[config.mk]
export PLATFORM = sky130hd
export DESIGN_NAME = neopixel_strand_gen2_flat
export DESIGN_NICKNAME = d
export VERILOG_FILES = /design/src/rtl/neopixel_strand_gen2_pkg.sv /design/src/rtl/neopixel_strand_gen2_if.sv /design/src/rtl/counter.sv /design/src/rtl/neopixel_bit_encoder.sv /design/src/rtl/neopixel_strand_gen2.sv /design/src/flat_wrapper.sv
export SDC_FILE = /design/constraint.sdc
export NUM_CORES = 1
export LEC_CHECK = 0
export BUFFER_PORTS_ARGS = -buffer_cell sky130_fd_sc_hd__buf_4
export CAP_MARGIN = 20
export CORE_MARGIN = 4
export CORE_UTILIZATION = 57
export CTS_CLUSTER_DIAMETER = 200
export DETAILED_ROUTE_END_ITERATION = 8
export GPL_TIMING_DRIVEN = 0
export PLACE_DENSITY_LB_ADDON = 0.2
export SETUP_SLACK_MARGIN = 0.3
export SYNTH_ARGS = -nofsm -noshare
export SYNTH_HDL_FRONTEND = slang
export SYNTH_HIERARCHICAL = 1
export SYNTH_SLANG_ARGS = --single-unit
[constraint.sdc]
create_clock -name clock -period 3.3 [get_ports clock]
set_input_delay 0.66 -clock clock [delete_from_list [all_inputs] [get_ports clock]]
set_output_delay 0.66 -clock clock [all_outputs]
set_load 0.01 [all_outputs]
[src/rtl/neopixel_strand_gen2_pkg.sv]
// Shared types and defaults for the NeoPixel strand driver.
// Colour slot order on the wire is G, R, B, W.
package neopixel_pkg;

  typedef enum logic [1:0] {
    IDLE,
    HIGH,
    LOW,
    LATCH
  } state_t;

  typedef logic [7:0] byte_t;

  localparam logic [1:0] CI_R = 2'b00;
  localparam logic [1:0] CI_B = 2'b01;
  localparam logic [1:0] CI_G = 2'b10;
  localparam logic [1:0] CI_W = 2'b11;

  localparam int DEF_T1H   = 35;
  localparam int DEF_T1L   = 30;
  localparam int DEF_T0H   = 18;
  localparam int DEF_T0L   = 40;
  localparam int DEF_LATCH = 2500;

  function automatic int slot_of(
    input logic [1:0] ci
  );
    int s;
    unique case (ci)
      CI_G:    s = 0;
      CI_R:    s = 1;
      CI_B:    s = 2;
      default: s = 3;
    endcase
    return s;
  endfunction

  function automatic int max_of(
    input int a, input int b,
    input int c, input int d,
    input int e
  );
    int m;
    m = a;
    if (b > m) m = b;
    if (c > m) m = c;
    if (d > m) m = d;
    if (e > m) m = e;
    return m;
  endfunction

endpackage

[src/rtl/neopixel_strand_gen2_if.sv]
// Host-side bundle of the strand driver.
// master = host/register logic, slave = driver.
interface neopixel_strand_gen2_if
  import neopixel_pkg::*;
#(
  parameter int NUM_PIXELS = 8
);
  localparam int PW =
    (NUM_PIXELS > 1) ? $clog2(NUM_PIXELS) : 1;

  logic          load_color;
  logic [PW-1:0] pixel_index;
  logic [1:0]    color_index;
  byte_t         color_level;
  logic          send_it;
  logic          neo_data;
  logic          ready_to_load;
  logic          ready_to_send;
  logic          busy;

  modport master (
    output load_color, pixel_index,
    output color_index, color_level,
    output send_it,
    input  neo_data, ready_to_load,
    input  ready_to_send, busy
  );

  modport slave (
    input  load_color, pixel_index,
    input  color_index, color_level,
    input  send_it,
    output neo_data, ready_to_load,
    output ready_to_send, busy
  );
endinterface

[src/rtl/counter.sv]
// Generic up-counter with synchronous clear.
// Clear wins over increment.
module counter #(
  parameter int W = 8
) (
  input  logic         clock,
  input  logic         reset_n,
  input  logic         clr,
  input  logic         inc,
  output logic [W-1:0] count
);
  always_ff @(posedge clock or negedge reset_n) begin
    if (!reset_n)
      count <= '0;
    else if (clr)
      count <= '0;
    else if (inc)
      count <= count + 1'b1;
  end
endmodule

[src/rtl/neopixel_bit_encoder.sv]
// One-bit pulse generator: high phase then low phase.
// done flags the last low cycle so the next bit can start seamlessly.
module neopixel_bit_encoder
  import neopixel_pkg::*;
#(
  parameter int T1H = DEF_T1H,
  parameter int T1L = DEF_T1L,
  parameter int T0H = DEF_T0H,
  parameter int T0L = DEF_T0L,
  parameter int CW  = 12
) (
  input  logic clock,
  input  logic reset_n,
  input  logic start,
  input  logic bit_val,
  output logic neo_data,
  output logic done
);
  localparam logic [CW-1:0] H1 = CW'(T1H - 1);
  localparam logic [CW-1:0] L1 = CW'(T1L - 1);
  localparam logic [CW-1:0] H0 = CW'(T0H - 1);
  localparam logic [CW-1:0] L0 = CW'(T0L - 1);

  logic          low;
  logic          bit_q;
  logic [CW-1:0] cnt;

  always_ff @(posedge clock or negedge reset_n) begin
    if (!reset_n) begin
      neo_data <= 1'b0;
      low      <= 1'b0;
      bit_q    <= 1'b0;
      cnt      <= '0;
    end else if (start) begin
      neo_data <= 1'b1;
      low      <= 1'b0;
      bit_q    <= bit_val;
      cnt      <= bit_val ? H1 : H0;
    end else if (neo_data) begin
      if (cnt == '0) begin
        neo_data <= 1'b0;
        low      <= 1'b1;
        cnt      <= bit_q ? L1 : L0;
      end else begin
        cnt <= cnt - 1'b1;
      end
    end else if (low) begin
      if (cnt == '0)
        low <= 1'b0;
      else
        cnt <= cnt - 1'b1;
    end
  end

  assign done = low && (cnt == '0);
endmodule

[src/rtl/neopixel_strand_gen2.sv]
// Double-buffered NeoPixel strand driver: staging buffer, frame
// snapshot, bit sequencing and latch gap.
module neopixel_strand_gen2
  import neopixel_pkg::*;
#(
  parameter int NUM_PIXELS      = 8,
  parameter int BYTES_PER_PIXEL = 3,
  parameter int T1H_CYC         = DEF_T1H,
  parameter int T1L_CYC         = DEF_T1L,
  parameter int T0H_CYC         = DEF_T0H,
  parameter int T0L_CYC         = DEF_T0L,
  parameter int LATCH_CYC       = DEF_LATCH
) (
  input logic clock,
  input logic reset_n,
  neopixel_strand_gen2_if.slave bus
);
  localparam int NB = NUM_PIXELS * BYTES_PER_PIXEL;
  localparam int FRAME_BITS = NB * 8;
  localparam int BW = $clog2(FRAME_BITS + 1);
  localparam int IW = $clog2(NB);
  localparam int LW = $clog2(LATCH_CYC + 1);
  localparam int CW = $clog2(max_of(T1H_CYC,
    T1L_CYC, T0H_CYC, T0L_CYC, LATCH_CYC) + 1);

  byte_t stage [NB];
  byte_t frame [NB];

  state_t        state, state_next;
  logic [BW-1:0] bit_cnt, nb;
  logic [LW-1:0] lat_cnt;
  logic [IW-1:0] widx;
  int            wslot;
  logic          wen, accept, start, last;
  logic          done, enc_neo, bit_val;
  logic          xmit, lat_done;
  logic          busy_q, rts_q;

  always_comb begin
    wslot = slot_of(bus.color_index);
    widx  = IW'(int'(bus.pixel_index)
      * BYTES_PER_PIXEL + wslot);
    wen   = bus.load_color
      && (int'(bus.pixel_index) < NUM_PIXELS)
      && (wslot < BYTES_PER_PIXEL);
  end

  // Snapshot reads staging before this edge's write lands.
  always_ff @(posedge clock or negedge reset_n) begin
    if (!reset_n) begin
      for (int i = 0; i < NB; i++) begin
        stage[i] <= '0;
        frame[i] <= '0;
      end
    end else begin
      if (wen)
        stage[widx] <= bus.color_level;
      if (accept)
        frame <= stage;
    end
  end

  assign xmit = (state == HIGH) || (state == LOW);
  assign last = (bit_cnt == BW'(FRAME_BITS - 1));
  assign start = accept || (xmit && done && !last);
  assign lat_done = (state == LATCH)
    && (lat_cnt == LW'(LATCH_CYC - 1));

  // First bit comes straight from staging: frame loads this edge.
  always_comb begin
    nb = bit_cnt + 1'b1;
    bit_val = accept ? stage[0][7]
      : frame[IW'(nb >> 3)][~nb[2:0]];
  end

  counter #(.W(BW)) u_bit_cnt (
    .clock   (clock),
    .reset_n (reset_n),
    .clr     (accept),
    .inc     (xmit && done && !last),
    .count   (bit_cnt)
  );

  counter #(.W(LW)) u_lat_cnt (
    .clock   (clock),
    .reset_n (reset_n),
    .clr     (state != LATCH),
    .inc     (state == LATCH),
    .count   (lat_cnt)
  );

  neopixel_bit_encoder #(
    .T1H (T1H_CYC),
    .T1L (T1L_CYC),
    .T0H (T0H_CYC),
    .T0L (T0L_CYC),
    .CW  (CW)
  ) u_enc (
    .clock    (clock),
    .reset_n  (reset_n),
    .start    (start),
    .bit_val  (bit_val),
    .neo_data (enc_neo),
    .done     (done)
  );

  always_ff @(posedge clock or negedge reset_n) begin
    if (!reset_n) begin
      state  <= IDLE;
      busy_q <= 1'b0;
      rts_q  <= 1'b1;
    end else begin
      state  <= state_next;
      busy_q <= (state_next != IDLE);
      rts_q  <= (state_next == IDLE);
    end
  end

  always_comb begin
    state_next = state;
    accept     = 1'b0;
    unique case (state)
      IDLE: begin
        if (bus.send_it) begin
          accept     = 1'b1;
          state_next = HIGH;
        end
      end
      HIGH, LOW: begin
        if (done)
          state_next = last ? LATCH : HIGH;
        else if ((state == HIGH) && !enc_neo)
          state_next = LOW;
      end
      LATCH: begin
        if (lat_done)
          state_next = IDLE;
      end
      default: state_next = IDLE;
    endcase
  end

  assign bus.neo_data      = enc_neo;
  assign bus.busy          = busy_q;
  assign bus.ready_to_send = rts_q;
  assign bus.ready_to_load = 1'b1;
endmodule

[src/flat_wrapper.sv]
// flat-port wrapper written by rule: the top's interface ports become plain ports
module neopixel_strand_gen2_flat import neopixel_pkg::*;
#(
  parameter int NUM_PIXELS      = 8,
  parameter int BYTES_PER_PIXEL = 3,
  parameter int T1H_CYC         = DEF_T1H,
  parameter int T1L_CYC         = DEF_T1L,
  parameter int T0H_CYC         = DEF_T0H,
  parameter int T0L_CYC         = DEF_T0L,
  parameter int LATCH_CYC       = DEF_LATCH
)
  (clock, reset_n, bus_load_color, bus_pixel_index, bus_color_index, bus_color_level, bus_send_it, bus_neo_data, bus_ready_to_load, bus_ready_to_send, bus_busy);
  neopixel_strand_gen2_if #(.NUM_PIXELS(NUM_PIXELS)) bus_i ();
  input logic clock;
  input logic reset_n;
  input wire logic [$bits(bus_i.load_color)-1:0] bus_load_color;
  input wire logic [$bits(bus_i.pixel_index)-1:0] bus_pixel_index;
  input wire logic [$bits(bus_i.color_index)-1:0] bus_color_index;
  input wire logic [$bits(bus_i.color_level)-1:0] bus_color_level;
  input wire logic [$bits(bus_i.send_it)-1:0] bus_send_it;
  output wire logic [$bits(bus_i.neo_data)-1:0] bus_neo_data;
  output wire logic [$bits(bus_i.ready_to_load)-1:0] bus_ready_to_load;
  output wire logic [$bits(bus_i.ready_to_send)-1:0] bus_ready_to_send;
  output wire logic [$bits(bus_i.busy)-1:0] bus_busy;
  assign bus_i.load_color = bus_load_color;
  assign bus_i.pixel_index = bus_pixel_index;
  assign bus_i.color_index = bus_color_index;
  assign bus_i.color_level = bus_color_level;
  assign bus_i.send_it = bus_send_it;
  assign bus_neo_data = bus_i.neo_data;
  assign bus_ready_to_load = bus_i.ready_to_load;
  assign bus_ready_to_send = bus_i.ready_to_send;
  assign bus_busy = bus_i.busy;
  neopixel_strand_gen2 #(.NUM_PIXELS(NUM_PIXELS), .BYTES_PER_PIXEL(BYTES_PER_PIXEL), .T1H_CYC(T1H_CYC), .T1L_CYC(T1L_CYC), .T0H_CYC(T0H_CYC), .T0L_CYC(T0L_CYC), .LATCH_CYC(LATCH_CYC)) u_core (.clock(clock), .reset_n(reset_n), .bus(bus_i));
endmodule
; ---- After elaboration in Yosys (flattened, before gate mapping)
; Index checks and enable logic that the tools add are counted.
[totals]
regBits = 423
out_inout_bits = 4
elab_cells = 137
input_bits = 17
[classes]
n_mux = 36
reduce_logical = 21
bitwise = 3
mul = 1
magnitude_cmp = 5
eq_ne = 10
n_addsub = 4
[ops]
columns = op, count
row1 = $bwmux W192, 1
row2 = $mux W12, 7
row3 = $bmux W8 S5, 1
row4 = $demux W8 S5, 1
row5 = $mux W8, 5
row6 = $add A12 B1 Y12 const B, 1
row7 = $eq A12 B12 Y1 const B, 1
row8 = $ge A6 B6 Y1 const B, 2
row9 = $logic_not A12 Y1, 1
row10 = $mux W6, 2
row11 = $not A5 Y6, 2
row12 = $pmux W2 S3, 2
row13 = $sub A12 B1 Y12 const B, 1
row14 = $mux W1, 11
row15 = $mux W2, 5
row16 = $add A8 B1 Y8 const B, 1
row17 = $eq A8 B8 Y1 const B, 1
row18 = $logic_and A1 B1 Y1, 7
row19 = $eq A2 B2 Y1 const B, 3
row20 = $logic_not A2 Y1, 3
row21 = $lt A6 B1 Y1 const B, 1
row22 = $reduce_bool A2 Y1, 3
row23 = $add A5 B3 Y5, 1
row24 = $mul A3 B2 Y5 const B, 1
row25 = other kinds (13), 16

; ---- Logic depth before layout (Yosys ltp)
; Gate-level depths: netlist of the first run.
[logic_depth]
word_depth = 10
depth_mapped = 15

; ---- Cells and area by module
; The synthesis of the first run kept the hierarchy.
[modules_own_cells]
columns = module, seq_area_each_um2, cells_per_inst, area_per_inst_um2, instances
row1 = neopixel_strand_gen2, 9710.6, 1155, 16877.4, 1
row2 = neopixel_bit_encoder, 375.4, 101, 878.3, 1
row3 = counter (u_core.u_lat_cnt), 300.3, 57, 588.1, 1
row4 = counter (u_core.u_bit_cnt), 200.2, 37, 396.6, 1

; ---- Worst setup path before layout of the first run
; Ideal clock, no wire load.
[synth_timing]
path_type = input to register
from = input bus_color_index[0]
to = register u_core/stage[24] in the netlist's numbering
setup_ps = 125
arrival_ps = 3806
path_slack_ps = -631
cell_stages = 10
cell_sequence = ha_1 or2_2 fa_1 ha_1 fa_1 inv_1 or3_1 clkbuf_1 nor4_2 mux2_2
[synth_between]
elab_chain_len = 9
word_cells_on_any_way = 14
[synth_rtl]
columns = item, line
row1 = start: declaration, flat_wrapper.sv:18  ; input wire logic [$bits(bus_i.color_index)-1:0] bus_color_index;
row2 = $eq A2 B1 Y1 (tied with other cells), neopixel_strand_gen2_pkg.sv:29  ; unique case (ci)
row3 = $pmux W2 S3 (*), neopixel_strand_gen2_pkg.sv:29
row4 = $add A5 B3 Y5, neopixel_strand_gen2.sv:42  ; * BYTES_PER_PIXEL + wslot);
row5 = $not A5 Y6 (not written as such), neopixel_strand_gen2.sv:57  ; stage[widx] <= bus.color_level;
row6 = $ge A6 B6 Y1 (not written as such) or $lt A6 B1 Y1 (tied branches), neopixel_strand_gen2.sv:57
row7 = $logic_and A1 B1 Y1 (not written as such), neopixel_strand_gen2.sv:57
row8 = $mux W8 (not written as such), neopixel_strand_gen2.sv:57
row9 = $demux W8 S5, neopixel_strand_gen2.sv:57
row10 = $bwmux W192, neopixel_strand_gen2.sv:57
row11 = end signal: indexed assignment, neopixel_strand_gen2.sv:57
row12 = end: declaration, neopixel_strand_gen2.sv:26  ; byte_t stage [NB];
; Every way passes the cells marked *; elsewhere a longest branch is shown, timed or not.
; A chain may end at the register's enable or synchronous reset.

; ---- Final worst setup path of the first run
[layout_timing]
from = register u_core.u_bit_cnt.count[0]
to = register u_core.u_enc.cnt[5]
[layout_between]
elab_chain_len = 10
word_cells_on_any_way = 18
[layout_rtl]
columns = item, line
row1 = start: declaration, counter.sv:10  ; output logic [W-1:0] count
row2 = start signal: assignment, counter.sv:18  ; count <= count + 1'b1;
row3 = $add A8 B1 Y8 (*), neopixel_strand_gen2.sv:71  ; nb = bit_cnt + 1'b1;
row4 = $not A5 Y6 (not written as such), neopixel_strand_gen2.sv:73  ; : frame[IW'(nb >> 3)][~nb[2:0]];
row5 = $bmux W8 S5, neopixel_strand_gen2.sv:73
row6 = $mux W8 (not written as such) (2 in series), neopixel_strand_gen2.sv:73
row7 = $bmux W1 S3 (*), neopixel_strand_gen2.sv:73
row8 = $mux W1 (not written as such) (*), neopixel_strand_gen2.sv:73
row9 = $mux W1 (*), neopixel_strand_gen2.sv:72  ; bit_val = accept ? stage[0][7]
row10 = net u_core.bit_val, neopixel_strand_gen2.sv:35  ; logic done, enc_neo, bit_val;
row11 = $mux W6 (*), neopixel_bit_encoder.sv:38  ; cnt <= bit_val ? H1 : H0;
row12 = $mux W12 (*), neopixel_bit_encoder.sv:34  ; end else if (start) begin
row13 = end signal: assignment, neopixel_bit_encoder.sv:38
row14 = end signal: assignment, neopixel_bit_encoder.sv:43  ; cnt <= bit_q ? L1 : L0;
row15 = end signal: assignment, neopixel_bit_encoder.sv:45  ; cnt <= cnt - 1'b1;
row16 = end: declaration, neopixel_bit_encoder.sv:26  ; logic [CW-1:0] cnt;
; Mark *: on every way through the listed nets, which the timed path passes. The rest lies on a longest branch. The select of a mux whose other input is x is not followed.

==> reports/summary.txt, run 1 <==
RSZ-0062 raised after global routing = true
IO Count = 21
#FFs+latches synth = 423
FMAX = 285 MHz
height of the die = 189 um
Syn Area/Cell = 13.9 sq um
layout cell share with drive strength beyond 1 = 45.6%
Post-synth EDFFs = 0
Startpoint Class = flop
TritonCTS clock tree = yes
PwrDens = 595 mW/mm^2
Post-DRT Antenna Nets = 0
first-pass GRT wire length = 70600 um
Via density = 6.07
worst-path cell chain = buf_12 -> nand3_4 -> xor2_4 -> mux4_2 -> mux4_2 -> nand3_2 -> nor4bb_4 -> a221oi_2 -> buf_4 -> and2_4 -> a211o_1
Placed Instance Area = 0.0197 sq mm
largest net degree at the start of global routing = 127
Synth top area share = 56.3%
final setup fails = 4
Peak VDD IR = 518 uV
DP HPWL = 28900 um
Adder-Cell Fraction of Synth Area = 1.28%
Hold Buf Count CTS = 0
main combinational cell family by area after synthesis = multiplexers
P&R area growth vs syn = 21.0%
met2 GRT Util = 40.1%
leading cell type in the layout, fill and taps excluded = dfrtp_1
root buf cell = clkbuf_16
Slew Limit Fails = 0
Placeable Area = 0.0325 sq mm
# rows = 66
syn nets = 1385
clk buf depth = 3
cells after synthesis = 1350
total die area = 0.0358 sq mm
asr flop ratio synth = 100%
P_leak = 10.8 nW
post-synth cell types = 79
routability cong. = 0.907
worst-path maximum fanout = 6
met3 Use GR = 3.93%
path type of the worst setup path = flop to flop
Clock Sinks = 423
R2R Setup Slk = -210 ps
Setup crit start = u_core/u_bit_cnt/count[0]$_DFFE_PN0P_
Min Clock Period, post-route = 3510 ps
Clock Skew = 16.9 ps
CP Data Required Time = 3720 ps
Post-Synth Simple-Gate Area = 6.45%
Worst Path Arrival = 3930 ps
Seq/Total Area, Yosys = 56.5%
tightest hold margin = 89.9 ps
Synth Area in Compound Gates = 4.92%
ranking of synthesized cells by area = dfrtp_1, mux2_2, mux4_2
diode count = 0
DRC errors left = 0
status = finished, violations left
total chip power = 13.5 mW
largest area contributor in the netlist = dfrtp_1
Synth Warn # = 6
setup_tns = -664 ps
clock buffer count from CTS = 44
grt peak-use layer = met2
Die W = 189 um
Worst R2R End = u_core/u_enc/cnt[5]$_DFFE_PN0P_
most frequent cells in the layout = dfrtp_1, mux2_2, mux2_4, buf_4
grt total ovfl = 0
GRT Overall Usage = 25.2%
final worst-path setup slack = -214 ps
htree depth = 2
slew margin rel. = 28.3%
met1 Usage GRT = 36.3%
vias in the first global route = 12.1k
multiplexer share of the synthesized area = 27.3%
worst reg-to-reg path cell count = 11
XOR/XNOR Fraction of Synth Area = 1.11%
Tightest Pin Transition = 1080 ps
via count = 11.8k
Skew-Pair Late Insertion Delay = 550 ps
Clock Pin Slew Worst Setup and Hold Paths = 60 ps
CP max stage delay = 590 ps
DR WL/cell = 23.8 um
Worst Setup End Kind = flop
Initial Util = 57.7%
max-cap viol count = 0
Initial DRT Pass Iterations = 6
worst reg2reg path startpoint = u_core/u_bit_cnt/count[0]$_DFFE_PN0P_
# port buffers = 19
period utilisation layout = 106%
DR iter-0 viols = 1064
Worst path slowest cell = mux4_2
failing checks = setup timing
final hold vios = 0
most numerous cell on the critical path = mux4_2
worst hold path class = input port to async pin
final wirelength = 46200 um
Top FF cell, synth = dfrtp_1
area of the mapped netlist = 0.0187 sq mm
fin nets = 1500
Final Cell Area = 0.0227 sq mm
initial antenna violation count = 0
cell usage after synthesis, types with 18 or more instances:
cell,number
dfrtp_1,422
mux2_2,391
nand2_1,70
clkbuf_1,52
nor2_1,46
mux4_2,25
o21ai_0,24
nand3_1,22
a21oi_1,19
and3_1,18
inv_1,18
what timing repair did:
action                                  CTS  global route
endpoints found under the setup margin  207           196
pin swaps                                17            19
setup buffers                            28            18
hold endpoints to repair                  0             0
gates resized for setup                 133           144
final cells by class:
class                      count  area [sq um]
clock buffer                  63          1290
tap                          442           553
timing repair buffer          69           762
fill                        2154          9770
clock inverter                18           135
inverter                      18          70.1
sequential                   423         10600
multi-input combinational    834          8820
buffer                        75           453
report_power, final:
| group | switching [mW] | total, mW | internal (mW) |
|---|---|---|---|
| registers | 0.512 | 6.68 | 6.17 |
| clock network | 2.02 | 4.84 | 2.82 |
| logic | 0.699 | 1.98 | 1.28 |
| total | 3.23 | 13.5 | 10.3 |
layer usage:
layer  vias to the layer above  routed length (um)
li1                       5133                   -
met1                      6169               20500
met2                       367               21500
met3                       115                2610
met4                         0                1570
met5                         -                   0
worst max path at each step:
stage / to / slack [ps] / depth (start not counted)
3_5_place_dp: u_core/stage[177]$_DFFE_PN0P_ / -1070 / 10
4_1_cts: u_core/u_enc/cnt[5]$_DFFE_PN0P_ / -100 / 12
2_1_floorplan: u_core/stage[10]$_DFFE_PN0P_ / -360 / 10
5_1_grt: u_core/u_enc/cnt[5]$_DFFE_PN0P_ / -280 / 11
6_report: u_core/u_enc/cnt[5]$_DFFE_PN0P_ / -210 / 11
3_3_place_gp: u_core/u_bit_cnt/count[1]$_DFFE_PN0P_ / -2870 / 1
registers in the layout (all words and copies together), names as in the netlist:
register,count
u_core/u_enc/cnt,12
u_core/u_enc/bit_q,1
u_core/bus.ready_to_send,1
u_core/u_enc/neo_data,1
u_core/stage,192
u_core/u_enc/low,1
u_core/u_lat_cnt/count,12
u_core/bus.busy,1
u_core/state,2
u_core/u_bit_cnt/count,8
u_core/frame,192
critical path: cells and delay by family (launching register included):
kind / cells / cell delay (ps)
buf+inv: 2 / 320
compound gates: 2 / 360
flops: 1 / 460
xor+xnor: 1 / 390
simple gates: 4 / 730
mux: 2 / 1110
metrics by stage:
step | utilization (%) | cells | setup WS (ps)
final | 69.9 | 1942 | -214
after global routing | 69.9 | 1942 | -278
after CTS | 67.5 | 1924 | -102
after detailed placement | 60.7 | 1815 | -1070
after global placement | 60.4 | 1811 | -2870
after floorplan | - | 1350 | -356
cell families (layout without fill, tap and decap cells):
family / after synthesis / after routing
AOI/OAI and AO/OA: 130 / 130
xor gates and xnor gates: 22 / 22
adders and majority gates: 18 / 18
buffers and inverters: 93 / 243
DFF: 423 / 423
muxes: 430 / 430
other: 1 / 1
and+or+nand+nor: 233 / 233
Note: power is estimated with default switching activity, not from simulation.
==> run 2: changes to the inputs <==
--- a/config.mk
+++ b/config.mk
@@ -7,13 +7,13 @@
 export LEC_CHECK = 0
 export BUFFER_PORTS_ARGS = -buffer_cell sky130_fd_sc_hd__buf_4
 export CAP_MARGIN = 20
+export CORE_ASPECT_RATIO = 0.8
 export CORE_MARGIN = 4
 export CORE_UTILIZATION = 57
 export CTS_CLUSTER_DIAMETER = 200
 export DETAILED_ROUTE_END_ITERATION = 8
 export GPL_TIMING_DRIVEN = 0
 export PLACE_DENSITY_LB_ADDON = 0.2
-export SETUP_SLACK_MARGIN = 0.3
 export SYNTH_ARGS = -nofsm -noshare
 export SYNTH_HDL_FRONTEND = slang
 export SYNTH_HIERARCHICAL = 1
==> reports/summary.txt, run 2 (synthesis gave the netlist of run 1 again) <==
Worst R2R End = u_core/u_enc/cnt[0]$_DFFE_PN0P_
DR iter-0 viols = 965 (-9.3%)
Placeable Area = 0.0325 sq mm (about the same)
Worst Path Arrival = 3840 ps (-90 ps)
routability cong. = 0.868 (-4.3%)
diode count = 0 (unchanged)
pre-CTS setup slack = -965 ps (+107 ps)
Worst Setup End Kind = flop
grt total ovfl = 0 (unchanged)
placed insts = 1799 (-0.88%)
# port buffers = 19 (unchanged)
Via density = 6.17 (+1.7%)
Initial Util = 57.7% (about the same)
GRT Overall Usage = 25.5% (+0.35 points)
final worst-path setup slack = -110 ps (+104 ps)
max-cap viol count = 0 (unchanged)
slew margin rel. = 31.2% (+2.9 points)
Final Cell Area = 0.0220 sq mm (-3.1%)
largest net degree at the start of global routing = 124 (-2.4%)
height of the die = 170 um (-10%)
Clock Sinks = 423 (unchanged)
setup_tns = -6320 ps (-5660 ps)
Tightest Pin Transition = 1020 ps (-52.8 ps)
clk buf depth = 3 (unchanged)
Register Area = 0.0106 sq mm (unchanged)
P_leak = 10.3 nW (-4.7%)
via count = 11.9k (+0.59%)
WP buf/inv = 2 (unchanged)
clock buffer count from CTS = 43 (-2.3%)
DRC errors left = 0 (unchanged)
Peak VDD IR = 508 uV (-1.9%)
first-pass GRT wire length = 70700 um (+0.17%)
Clock Skew = 11.4 ps (-5.56 ps)
Clock Pin Slew Worst Setup and Hold Paths = 60 ps (about the same)
DR WL/cell = 24.0 um (+0.78%)
final setup fails = 93 (+89)
most frequent cells in the layout = dfrtp_1, mux2_2, buf_4, nand2_1
Regs by FF count = u_core/frame (192), u_core/stage (192)
root buf cell = clkbuf_16
# rows = 59 (-11%)
P&R area growth vs syn = 17.3%
TritonCTS clock tree = yes
CP max stage delay = 560 ps (-30 ps)
period utilisation layout = 103% (-3.2 points)
leading cell type in the layout, fill and taps excluded = dfrtp_1
Skew-Pair Late Insertion Delay = 550 ps (about the same)
worst-path maximum fanout = 8 (+2)
Placed Instance Area = 0.0196 sq mm (-0.59%)
DP HPWL = 29600 um (+2.4%)
worst reg-to-reg path cell count = 13 (+2)
RSZ-0062 raised after global routing = true
IO Count = 21 (unchanged)
fin nets = 1499 (-0.067%)
worst-path cell chain = buf_4 -> ha_4 -> or2_4 -> fa_1 -> ha_2 -> fa_2 -> buf_4 -> nor3b_1 -> nand2_2 -> mux2_2
layout cell share with drive strength beyond 1 = 45.2% (-0.39 points)
initial antenna violation count = 3 (+3)
Startpoint Class = input port
R2R Setup Slk = -80 ps (+130 ps)
Hold Buf Count CTS = 0 (unchanged)
Min Clock Period, post-route = 3410 ps (-104 ps)
vias in the first global route = 12.2k (+1.3%)
htree depth = 2 (unchanged)
Initial DRT Pass Iterations = 5 (-1)
FMAX = 293 MHz (+3.1%)
worst reg2reg path startpoint = u_core/u_bit_cnt/count[0]$_DFFE_PN0P_
Slew Limit Fails = 0 (unchanged)
Post-DRT Antenna Nets = 0 (unchanged)
PwrDens = 585 mW/mm^2 (-1.7%)
filler-free cell count of the finished design = 1920 (-1.1%)
Multi-input gate area = 0.00813 sq mm (-7.8%)
top cell family by delay on the critical path = adder cells
worst hold path class = input port to async pin
failing checks = setup timing
Worst path slowest cell = nor3b_1
most numerous cell on the critical path = buf_4
CP Data Required Time = 3730 ps (about the same)
Fillers = 2257 (+4.8%)
final hold vios = 0 (unchanged)
path type of the worst setup path = input port to flop
final core utilization = 67.7% (-2.2 points)
Die W = 211 um (+11%)
status = finished, violations left
total die area = 0.0359 sq mm (about the same)
final wirelength = 46000 um (-0.36%)
run 2: changes by cell type in the layout (fill, tap and decap cells not counted), sizes merged:
| cell | change |
|---|---|
| clkinvlp | -1 |
| buf | +4 |
| clkbuf | -6 |
| inv | -1 |
| bufinv | +2 |
| clkinv | -5 |
run 2: stage by stage:
step	hold slack [ps]	total power [mW]
6_report	121	12.9
5_1_grt	155	13.4
3_3_place_gp	461	7.84
3_5_place_dp	468	8.01
4_1_cts	125	12.9
2_1_floorplan	364	7.54
run 2: worst max-delay path by stage:
stage | start | to | slack [ps] | cells past startpoint
floorplan | bus_color_index[0] | u_core/stage[10]$_DFFE_PN0P_ | -360 | 10
detailed placement | bus_color_index[0] | u_core/stage[8]$_DFFE_PN0P_ | -970 | 11
CTS | bus_color_index[0] | u_core/stage[80]$_DFFE_PN0P_ | -140 | 11
finish | bus_color_index[0] | u_core/stage[191]$_DFFE_PN0P_ | -110 | 10
global placement | reset_n | u_core/u_bit_cnt/count[0]$_DFFE_PN0P_ | -2910 | 1
global route | bus_color_index[0] | u_core/stage[187]$_DFFE_PN0P_ | -210 | 10
run 2: metal layers:
metal / GRT usage, % / wire length [um] / vias to the layer above
li1: - / - / 5149
met1: 38.1 / 21000 / 6271
met2: 39.1 / 21000 / 356
met3: 4.83 / 2900 / 78
met4: 6.93 / 1020 / 0
met5: 0 / 0 / -
run 2: where the power goes:
| part | leakage [nW] | switching, mW | internal (mW) |
|---|---|---|---|
| Clock | 0.705 | 1.99 | 2.92 |
| Combinational | 3.89 | 0.526 | 0.804 |
| Sequential | 5.66 | 0.467 | 6.17 |
run 2: repair_timing:
| action | CTS | global route |
|---|---|---|
| endpoints found under the setup margin | 149 | 196 |
| resized for setup | 70 | 71 |
| pin swaps | 20 | 26 |
| hold endpoints to repair | 0 | 0 |
| buffers inserted | 21 | 32 |
run 2: final cells by class:
type	count	area share [%]
sequential	423	48.2
multi-input combinational	834	37.0
clock buffer	61	5.81
timing repair buffer	73	3.38
tap	427	2.43
buffer	71	2.21
clock inverter	13	0.666
inverter	18	0.307
run 2: worst register-to-register path, cell delays in order, from the launching register on:
cell and delay, ps:
dfrtp_2 430, ha_4 200, nand3_4 110, xnor2_4 220, buf_12 160, mux4_2 520, mux4_2 520, o2111a_1 270
a211oi_2 310, a221oi_4 100, nand2_2 140, buf_6 110, o31ai_2 50, o21ai_1 150
